==> config.mk <==
export PLATFORM = sky130hd
export DESIGN_NAME = hazard_stall_ctrl
export DESIGN_NICKNAME = d
export VERILOG_FILES = /design/src/rtl/hazard_stall_ctrl.sv
export SDC_FILE = /design/constraint.sdc
export NUM_CORES = 1
export LEC_CHECK = 0
export BUFFER_PORTS_ARGS = -buffer_cell sky130_fd_sc_hd__buf_4
export CAP_MARGIN = 20
export CELL_PAD_IN_SITES_DETAIL_PLACEMENT = 1
export CELL_PAD_IN_SITES_GLOBAL_PLACEMENT = 2
export CORE_ASPECT_RATIO = 2
export CORE_MARGIN = 2
export CORE_UTILIZATION = 34
export DETAILED_ROUTE_END_ITERATION = 6
export PLACE_DENSITY = 0.87
export SLEW_MARGIN = 25
export SYNTH_ARGS = -nofsm -noshare
export SYNTH_HDL_FRONTEND = slang
export SYNTH_SLANG_ARGS = --single-unit
==> constraint.sdc <==
create_clock -name clk -period 7.6 [get_ports clk]
set_input_delay 1.52 -clock clk [delete_from_list [all_inputs] [get_ports clk]]
set_output_delay 1.52 -clock clk [all_outputs]
set_load 0.05 [all_outputs]
==> src/rtl/hazard_stall_ctrl.sv <==
// hazard_stall_ctrl
//   Stall / bubble / freeze / flush sequencer for a 5-stage MIPS pipeline.
//   Branches and JR resolve in ID, and ID only sees the EX/MEM ALU result
//   through forwarding. An instruction in ID that depends on a result that is
//   not yet available is held there for 1 or 2 cycles while bubbles enter ID/EX.
//   The whole pipeline freezes while a load in MEM waits for the data memory.
//   Taken control transfers flush IF/ID.
//
// Ports
//   clk, reset            clock, asynchronous active-high reset
//   id_*                  instruction in ID: valid, source fields/usage, branch, taken
//   id_ex_*               EX-stage RegWrite / MemRead / destination register
//   ex_mem_*              MEM-stage RegWrite / MemRead / destination register
//   mem_ready             data memory finished the access in MEM
//   PC_Write, IF_ID_Write PC and IF/ID enables
//   IF_ID_Flush           clear IF/ID on the next edge
//   ID_EX_Bubble          insert zeroed control into ID/EX
//   Pipe_Write            ID/EX, EX/MEM, MEM/WB enable
//   stall_active          registered state is STALL
//   stall_cycles          saturating count of cycles with PC_Write = 0
module hazard_stall_ctrl #(
  parameter int PERF_W = 32
) (
  input  logic              clk,
  input  logic              reset,
  input  logic              id_valid,
  input  logic [4:0]        id_rs_addr,
  input  logic [4:0]        id_rt_addr,
  input  logic              id_uses_rs,
  input  logic              id_uses_rt,
  input  logic              id_is_branch,
  input  logic              id_taken,
  input  logic              id_ex_RegWrite,
  input  logic              id_ex_MemRead,
  input  logic [4:0]        id_ex_write_addr,
  input  logic              ex_mem_RegWrite,
  input  logic              ex_mem_MemRead,
  input  logic [4:0]        ex_mem_write_addr,
  input  logic              mem_ready,
  output logic              PC_Write,
  output logic              IF_ID_Write,
  output logic              IF_ID_Flush,
  output logic              ID_EX_Bubble,
  output logic              Pipe_Write,
  output logic              stall_active,
  output logic [PERF_W-1:0] stall_cycles
);

  typedef enum logic {RUN, STALL} state_t;

  state_t     state, state_next;
  logic [1:0] cnt, cnt_next;
  logic [1:0] n_rs, n_rt, n_req;
  logic       freeze;

  function automatic logic stage_match(input logic used, input logic [4:0] src,
                                       input logic reg_write, input logic [4:0] waddr);
    return used & reg_write & (waddr != 5'd0) & (waddr == src);
  endfunction

  // Cycles a single source must wait before the ID-stage consumer can see it.
  function automatic logic [1:0] src_need(input logic ex_hit, input logic ex_load,
                                          input logic mem_hit, input logic mem_load,
                                          input logic branch);
    logic [1:0] n;
    n = 2'd0;
    if (ex_hit && ex_load)        n = branch ? 2'd2 : 2'd1;
    else if (ex_hit)              n = branch ? 2'd1 : 2'd0;
    else if (mem_hit && mem_load) n = branch ? 2'd1 : 2'd0;
    return n;
  endfunction

  function automatic logic [PERF_W-1:0] sat_inc(input logic [PERF_W-1:0] v);
    return (&v) ? v : v + 1'b1;
  endfunction

  always_comb begin
    n_rs = src_need(stage_match(id_uses_rs, id_rs_addr, id_ex_RegWrite, id_ex_write_addr),
                    id_ex_MemRead,
                    stage_match(id_uses_rs, id_rs_addr, ex_mem_RegWrite, ex_mem_write_addr),
                    ex_mem_MemRead, id_is_branch);
    n_rt = src_need(stage_match(id_uses_rt, id_rt_addr, id_ex_RegWrite, id_ex_write_addr),
                    id_ex_MemRead,
                    stage_match(id_uses_rt, id_rt_addr, ex_mem_RegWrite, ex_mem_write_addr),
                    ex_mem_MemRead, id_is_branch);
    n_req = 2'd0;
    if (id_valid) n_req = (n_rs > n_rt) ? n_rs : n_rt;
  end

  assign freeze = ex_mem_MemRead & ~mem_ready;

  always_comb begin
    PC_Write     = 1'b0;
    IF_ID_Write  = 1'b0;
    IF_ID_Flush  = 1'b0;
    ID_EX_Bubble = 1'b0;
    Pipe_Write   = 1'b0;
    state_next   = state;
    cnt_next     = cnt;
    // Reset forces every enable low; freeze keeps everything held.
    if (!reset && !freeze) begin
      if (state == STALL) begin
        ID_EX_Bubble = 1'b1;
        Pipe_Write   = 1'b1;
        cnt_next     = cnt - 2'd1;
        if (cnt_next == 2'd0) state_next = RUN;
      end else if (n_req == 2'd0) begin
        PC_Write    = 1'b1;
        IF_ID_Write = 1'b1;
        Pipe_Write  = 1'b1;
        IF_ID_Flush = id_valid & id_taken;
      end else begin
        // id_taken is not trusted here: operands are not ready yet.
        ID_EX_Bubble = 1'b1;
        Pipe_Write   = 1'b1;
        if (n_req == 2'd2) begin
          state_next = STALL;
          cnt_next   = 2'd1;
        end
      end
    end
  end

  assign stall_active = (state == STALL) & ~reset;

  always_ff @(posedge clk or posedge reset) begin
    if (reset) begin
      state        <= RUN;
      cnt          <= 2'd0;
      stall_cycles <= '0;
    end else begin
      state <= state_next;
      cnt   <= cnt_next;
      if (!PC_Write) stall_cycles <= sat_inc(stall_cycles);
    end
  end

endmodule
==> qor.csv, run 1 <==
stage,metric,value,unit
placement,portBuffers,69,
power_and_ir_drop,power.density,242,mW/mm^2
clocking,cts_max_level,2,
worst_setup_path,cp_max_fo,34,
power_and_ir_drop,combPwrFrac,38.1,%
worst_setup_path,endpoint_kind,output pin,
placement,place_congestion,0.867,
clocking,clk_pin_slew,0.05,ns
sta,slew_viol_final,0,
global_route,antenna_found_initial,0,
routing,first_pass_iters,4,
sta,relSlewSlack,55.3,%
synthesis,avgSynthCellArea,10.1,sq um
layout,finish.instance_area,0.00303,sq mm
floorplan,start_util,34.9,%
power_and_ir_drop,power_frac_seq,35.7,%
power_and_ir_drop,p_clk_share,26.2,%
sta,timing.final.ws_setup,1.46,ns
layout,area.growth.synth_to_final,32.2,%
sta,tns,0,ns
synthesis,netlist_instances,226,
sta,maxClockFrequency,163,MHz
worst_setup_path,critPathRequiredTime,6.08,ns
synthesis,syn_nets,263,
clocking,cts_resized,0,
worst_setup_path,cp-start-kind,primary input,
synthesis,synth_edf_count,0,
placement,place_ws,1.37,ns
synthesis,synthFlopType,dfrtp_1,
routing,drt-initial-drc-count,35,
outcome,status,completed,
floorplan,die_area,0.00745,sq mm
layout,nets,334,
clocking,cts_made_buffers,5,
run,drv_cap,0,
sta,fin_crit_sh,80.8,%
floorplan,rows,42,
sta,clock_skew,0.00362,ns
clocking,cts_tree,built,
sta,finalSetupViolations,0,
floorplan,coreArea,0.00657,sq mm
clocking,clock_sinks,35,
power_and_ir_drop,p_switching,294,uW
worst_setup_path,crit_type,in2out,
synthesis,synth_area_leader_cell,dfrtp_1,
clocking,cts_hold_buf,0,
worst_setup_path,cp.arrival,4.62,ns
sta,finalWorstPathRequiredPeriod,6.14,ns
routing,drc,0,
routing,via_per_inst,5.15,
clocking,clock_latency,0.28,ns
routing,vias,1986,
routing,post_drt_wl_per_cell,17.4,um
synthesis,synth_top_cells_by_area,"dfrtp_1 38%, xor2_1 12%, xnor2_1 8.0%, nor4_2 4.4%, nand3_1 3.1%",
global_route,grt_usage,19.3,%
synthesis,yosys.area.top_type_share,38.2,%
clocking,cts_buffer_depth,2,
synthesis,synthDistinctLibCells,43,
power_and_ir_drop,leakage,1.30,nW
clocking,post-cts-setup-buffers,0,
synthesis,synth.most_common_cell,dfrtp_1,
synthesis,ys_top_cells_by_count,"35 x dfrtp_1, 31 x xor2_1, 21 x xnor2_1",
synthesis,synth-seq-area-share,38.2,%
sta,rsz0062_at_grt,false,
placement,post_dp_cell_area,0.00289,sq mm
sta,hold_viol,0,
floorplan,dieWidth,62.0,um
power_and_ir_drop,swShare,40.1,%
power_and_ir_drop,vdd_drop_max,0.000200,V
sta,whs,0.488,ns
power_and_ir_drop,power.internal,440,uW
floorplan,ios,70,
global_route,grt_pass1_vias,2184,
sta,worst_pin_slew,0.662,ns
layout,final_util,46.1,%
worst_hold_path,hp-class,reg2reg,
synthesis,synthArstFlopShare,100,%
clocking,root_buffer,clkbuf_16,
global_route,grt_first_pass_wirelength,10.5,mm
global_route,grt_max_degree,36,
synthesis,ys_warn_count,0,
layout,diodes,0,
routing,postRouteAntennaNets,0,
synthesis,syn_area,0.00229,sq mm
floorplan,die_height,120,um
synthesis,synth.ff_latch_count,35,
layout,drive_gt1_share,32.2,%
placement,dp_hpwl,5.30,mm
routing,wl,6.72,mm
global_route,grt-ovfl-total,0,
[placed cells by master, fill, tap and decap left out, types with 2 or more instances in the layout]
cell type	count
a21oi_1	3
and3_1	7
and4_1	2
buf_4	71
clkbuf_1	2
clkbuf_16	5
dfrtp_1	35
ha_1	5
inv_1	5
nand2_1	14
nand3_1	14
nand4_1	10
nor2_1	15
nor2b_1	4
nor3_1	13
nor3b_1	2
nor4_2	7
nor4_4	2
nor4b_1	3
nor4b_2	2
o21ai_0	2
or4_1	4
xnor2_1	21
xor2_1	31
[flip-flops by register name, indices dropped and copies added, names as in the netlist]
register / count
state: 1
cnt: 2
stall_cycles: 32
[power groups by stage]
| stage | sequential (mW) | clock [mW] | combinational [mW] |
|---|---|---|---|
| final | 0.262 | 0.192 | 0.279 |
| after global routing | 0.269 | 0.206 | 0.297 |
| after CTS | 0.264 | 0.199 | 0.283 |
| after detailed placement | 0.267 | 0 | 0.281 |
| after global placement | 0.265 | 0 | 0.277 |
| after floorplan | 0.360 | 0 | 0.0887 |
[path summary, 6_finish.rpt]
kind	from	end	slack, ns	cells after the start
hold / removal	cnt[0]$_DFFE_PP0P_	cnt[0]$_DFFE_PP0P_	0.49	1
hold reg to reg	cnt[0]$_DFFE_PP0P_	cnt[0]$_DFFE_PP0P_	0.49	1
max in group asynchronous	reset	stall_cycles[10]$_DFFE_PP0P_	5.90	3
setup reg to reg	stall_cycles[12]$_DFFE_PP0P_	stall_cycles[1]$_DFFE_PP0P_	4.99	7
min in group asynchronous	reset	state$_DFFE_PP0P_	1.37	3
setup / recovery	id_ex_write_addr[0]	IF_ID_Flush	1.46	13
[per-layer routing]
metal | up-vias | share of wire, % | wire [um] | global-route usage, %
met2 | 64 | 59 | 3940 | 36.5
met3 | 10 | 4.9 | 330 | 4.20
li1 | 947 | - | - | -
met4 | 0 | 2.1 | 138 | 6.91
met1 | 965 | 34 | 2310 | 18.8
met5 | - | 0 | 0 | 0
[final cells by class]
type	count	area, sq um
clock buffers	7	133
clock inverters	1	5.00
fillers	759	3540
inverters	5	18.8
multi-input cells	179	1350
flip-flops and latches	35	876
well taps	88	110
repair buffers	71	533
[cell families (layout without fill, tap and decap cells)]
| logic type | Yosys count | count (layout) | share of synthesized area, % |
|---|---|---|---|
| AO/OA/AOI/OAI | 14 | 14 | 5.35 |
| XOR/XNOR | 52 | 52 | 19.9 |
| adder cells (fa/ha/maj) | 5 | 5 | 2.73 |
| buffers and inverters | 12 | 84 | 3.06 |
| flip-flops | 35 | 35 | 38.2 |
| multiplexers | 2 | 2 | 0.928 |
| AND/OR/NAND/NOR | 106 | 106 | 29.8 |
[critical path: stages]
cell	delay (ns)
buf_4	0.13
xnor2_1	0.19
nand4_1	0.18
nor3_1	0.45
nand3_1	0.20
ha_1	0.32
nor2b_1	0.13
o21ai_0	0.26
o31a_1	0.19
o21a_1	0.16
o311a_4	0.46
and3_1	0.22
buf_4	0.19
[stage by stage]
step	instances	total power [mW]
floorplan	226	0.449
global placement	378	0.542
detailed placement	378	0.548
CTS	386	0.746
global route	386	0.773
finish	386	0.734
(Power assumes the default switching activity.)
==> run 2: changes to the inputs <==
Settings changed: CORE_UTILIZATION 34 to 31, PLACE_DENSITY 0.87 to 0.8.
Clock period 7.6 ns to 5.9 ns, I/O delays scaled along.
==> run 2 against run 1 <==
Compared with the run above: sequential power increased by 28%; clock power up 26%; register-to-register slack got worse by 1.8 ns; via count rose by 1.6%; global-route usage decreased by 1.6 points; clock skew about the same; non-clock buffer count up 1; worst setup slack worse by 0.79 ns; count of clock-buffer cells in the layout is 1 lower; critical path depth unchanged; cell count rose by 0.78%; wire length increased by 0.95%.
==> qor.csv, run 2 (same netlist as run 1, synthesis figures left out) <==
stage,metric,value,unit
routing,postRouteAntennaNets,0,
placement,place_ws,0.671,ns
layout,area.growth.synth_to_final,32.4,%
worst_setup_path,cp_max_fo,14,
layout,layout_commonest_cell,buf_4,
routing,vias,2017,
worst_hold_path,hp-class,reg2reg,
power_and_ir_drop,p_total,937,uW
sta,rsz0062_at_grt,false,
sta,worst_pin_slew,0.729,ns
routing,wl,6.79,mm
routing,drc,0,
layout,final_cell_mix,"72 x buf_4, 35 x dfrtp_1, 31 x xor2_1",
sta,hold_viol,0,
worst_setup_path,crit_type,in2out,
power_and_ir_drop,power.density,309,mW/mm^2
clocking,clock_latency,0.28,ns
sta,clock_skew,0.00345,ns
sta,finalWorstPathRequiredPeriod,5.22,ns
power_and_ir_drop,vdd_drop_max,0.000249,V
worst_setup_path,critPathRequiredTime,4.72,ns
run,drv_cap,0,
clocking,clk_pin_slew,0.05,ns
clocking,clock_sinks,35,
layout,reg_top3,"stall_cycles: 32 flops, cnt: 2 flops, state: 1 flops",
floorplan,start_util,31.8,%
layout,diodes,0,
outcome,status,completed,
layout,nets,335,
sta,whs,0.480,ns
clocking,cts_hold_buf,0,
power_and_ir_drop,leakage,1.30,nW
routing,first_pass_iters,4,
clocking,cts_max_level,2,
placement,place_congestion,0.801,
floorplan,die_height,126,um
clocking,cts_made_buffers,5,
global_route,grt_usage,17.7,%
sta,finalSetupViolations,0,
sta,slew_viol_final,0,
clocking,cts_resized,0,
sta,relSlewSlack,50.7,%
floorplan,ios,70,
clocking,cts_buffer_depth,2,
global_route,grt-ovfl-total,0,
layout,largest_reg_flops,32,
sta,maxClockFrequency,191,MHz
global_route,grt_max_degree,36,
floorplan,die_area,0.00814,sq mm
clocking,cts_tree,built,
global_route,grt_pass1_vias,2223,
sta,fin_crit_sh,88.5,%
global_route,antenna_found_initial,0,
routing,post_drt_wl_per_cell,17.4,um
global_route,grt_first_pass_wirelength,11.0,mm
placement,portBuffers,69,
floorplan,coreArea,0.00721,sq mm
worst_setup_path,cp-start-kind,primary input,
clocking,root_buffer,clkbuf_16,
routing,via_per_inst,5.19,
layout,drive_gt1_share,32.3,%
sta,tns,0,ns
worst_setup_path,endpoint_kind,output pin,
worst_setup_path,cp.arrival,4.04,ns
clocking,post-cts-setup-buffers,0,
floorplan,dieWidth,64.8,um
floorplan,rows,44,
sta,timing.final.ws_setup,0.677,ns
layout,top_register,stall_cycles,
placement,dp_hpwl,5.43,mm
routing,drt-initial-drc-count,24,
==> run 2: cell count changes in the layout (fill, tap and decap cells not counted), sizes merged <==
cell	change
buf	+1
clkinv	-1
clkbuf	-1
==> run 2: layer usage <==
layer  GRT usage, %  wire [um]  share of wire [%]  vias to the layer above
li1               -          -                  -                      945
met1           17.3       2280                 34                      981
met2           32.3       3770                 56                       73
met3           2.79        346                5.1                       18
met4           12.4        389                5.7                        0
met5              0          0                  0                        -
==> run 2: worst max-delay path, cell delays in order <==
cell and delay [ns]:
buf_4 0.13, or4_4 0.55, o2111ai_2 0.19, or2_2 0.17, nor2_1 0.06, ha_1 0.29
nor2b_1 0.13, o21ai_0 0.30, o31a_1 0.21, o21a_1 0.18, o311a_4 0.28, and3_1 0.17
buf_4 0.19
==> run 2: through the flow <==
| stage | util [%] | cell area, sq um | instances |
|---|---|---|---|
| after floorplan | - | 2290 | 226 |
| after global placement | 40.3 | 2900 | 383 |
| after detailed placement | 40.3 | 2900 | 383 |
| after CTS | 42.1 | 3030 | 389 |
| after global routing | 42.1 | 3030 | 389 |
| final | 42.1 | 3030 | 389 |
==> run 2: worst paths after layout <==
| check | cells past startpoint | endpoint | from | slack, ns |
|---|---|---|---|---|
| worst max-delay path | 13 | IF_ID_Flush | id_ex_write_addr[0] | 0.68 |
| worst min-delay path | 1 | cnt[0]$_DFFE_PP0P_ | cnt[0]$_DFFE_PP0P_ | 0.48 |
| worst max register to register | 7 | stall_cycles[1]$_DFFE_PP0P_ | stall_cycles[12]$_DFFE_PP0P_ | 3.22 |
| worst min register to register | 1 | cnt[0]$_DFFE_PP0P_ | cnt[0]$_DFFE_PP0P_ | 0.48 |
| max in group asynchronous | 3 | stall_cycles[14]$_DFFE_PP0P_ | reset | 4.53 |
| min in group asynchronous | 3 | cnt[1]$_DFFE_PP0P_ | reset | 1.04 |
==> run 2: area by class of cell <==
cell class	count	area (sq um)
fill	844	4180
tap	92	115
sequential	35	876
clock buffer	6	129
inverter	5	18.8
timing repair buffer	72	541
multi-input combinational	179	1350
==> run 2: report_power, final <==
| part | internal [mW] | switching (mW) | total (mW) | leakage [nW] |
|---|---|---|---|---|
| combinational | 0.125 | 0.234 | 0.359 | 0.832 |
| sequential | 0.287 | 0.0494 | 0.336 | 0.408 |
| clock | 0.152 | 0.0900 | 0.242 | 0.0628 |
| total | 0.563 | 0.373 | 0.937 | 1.30 |
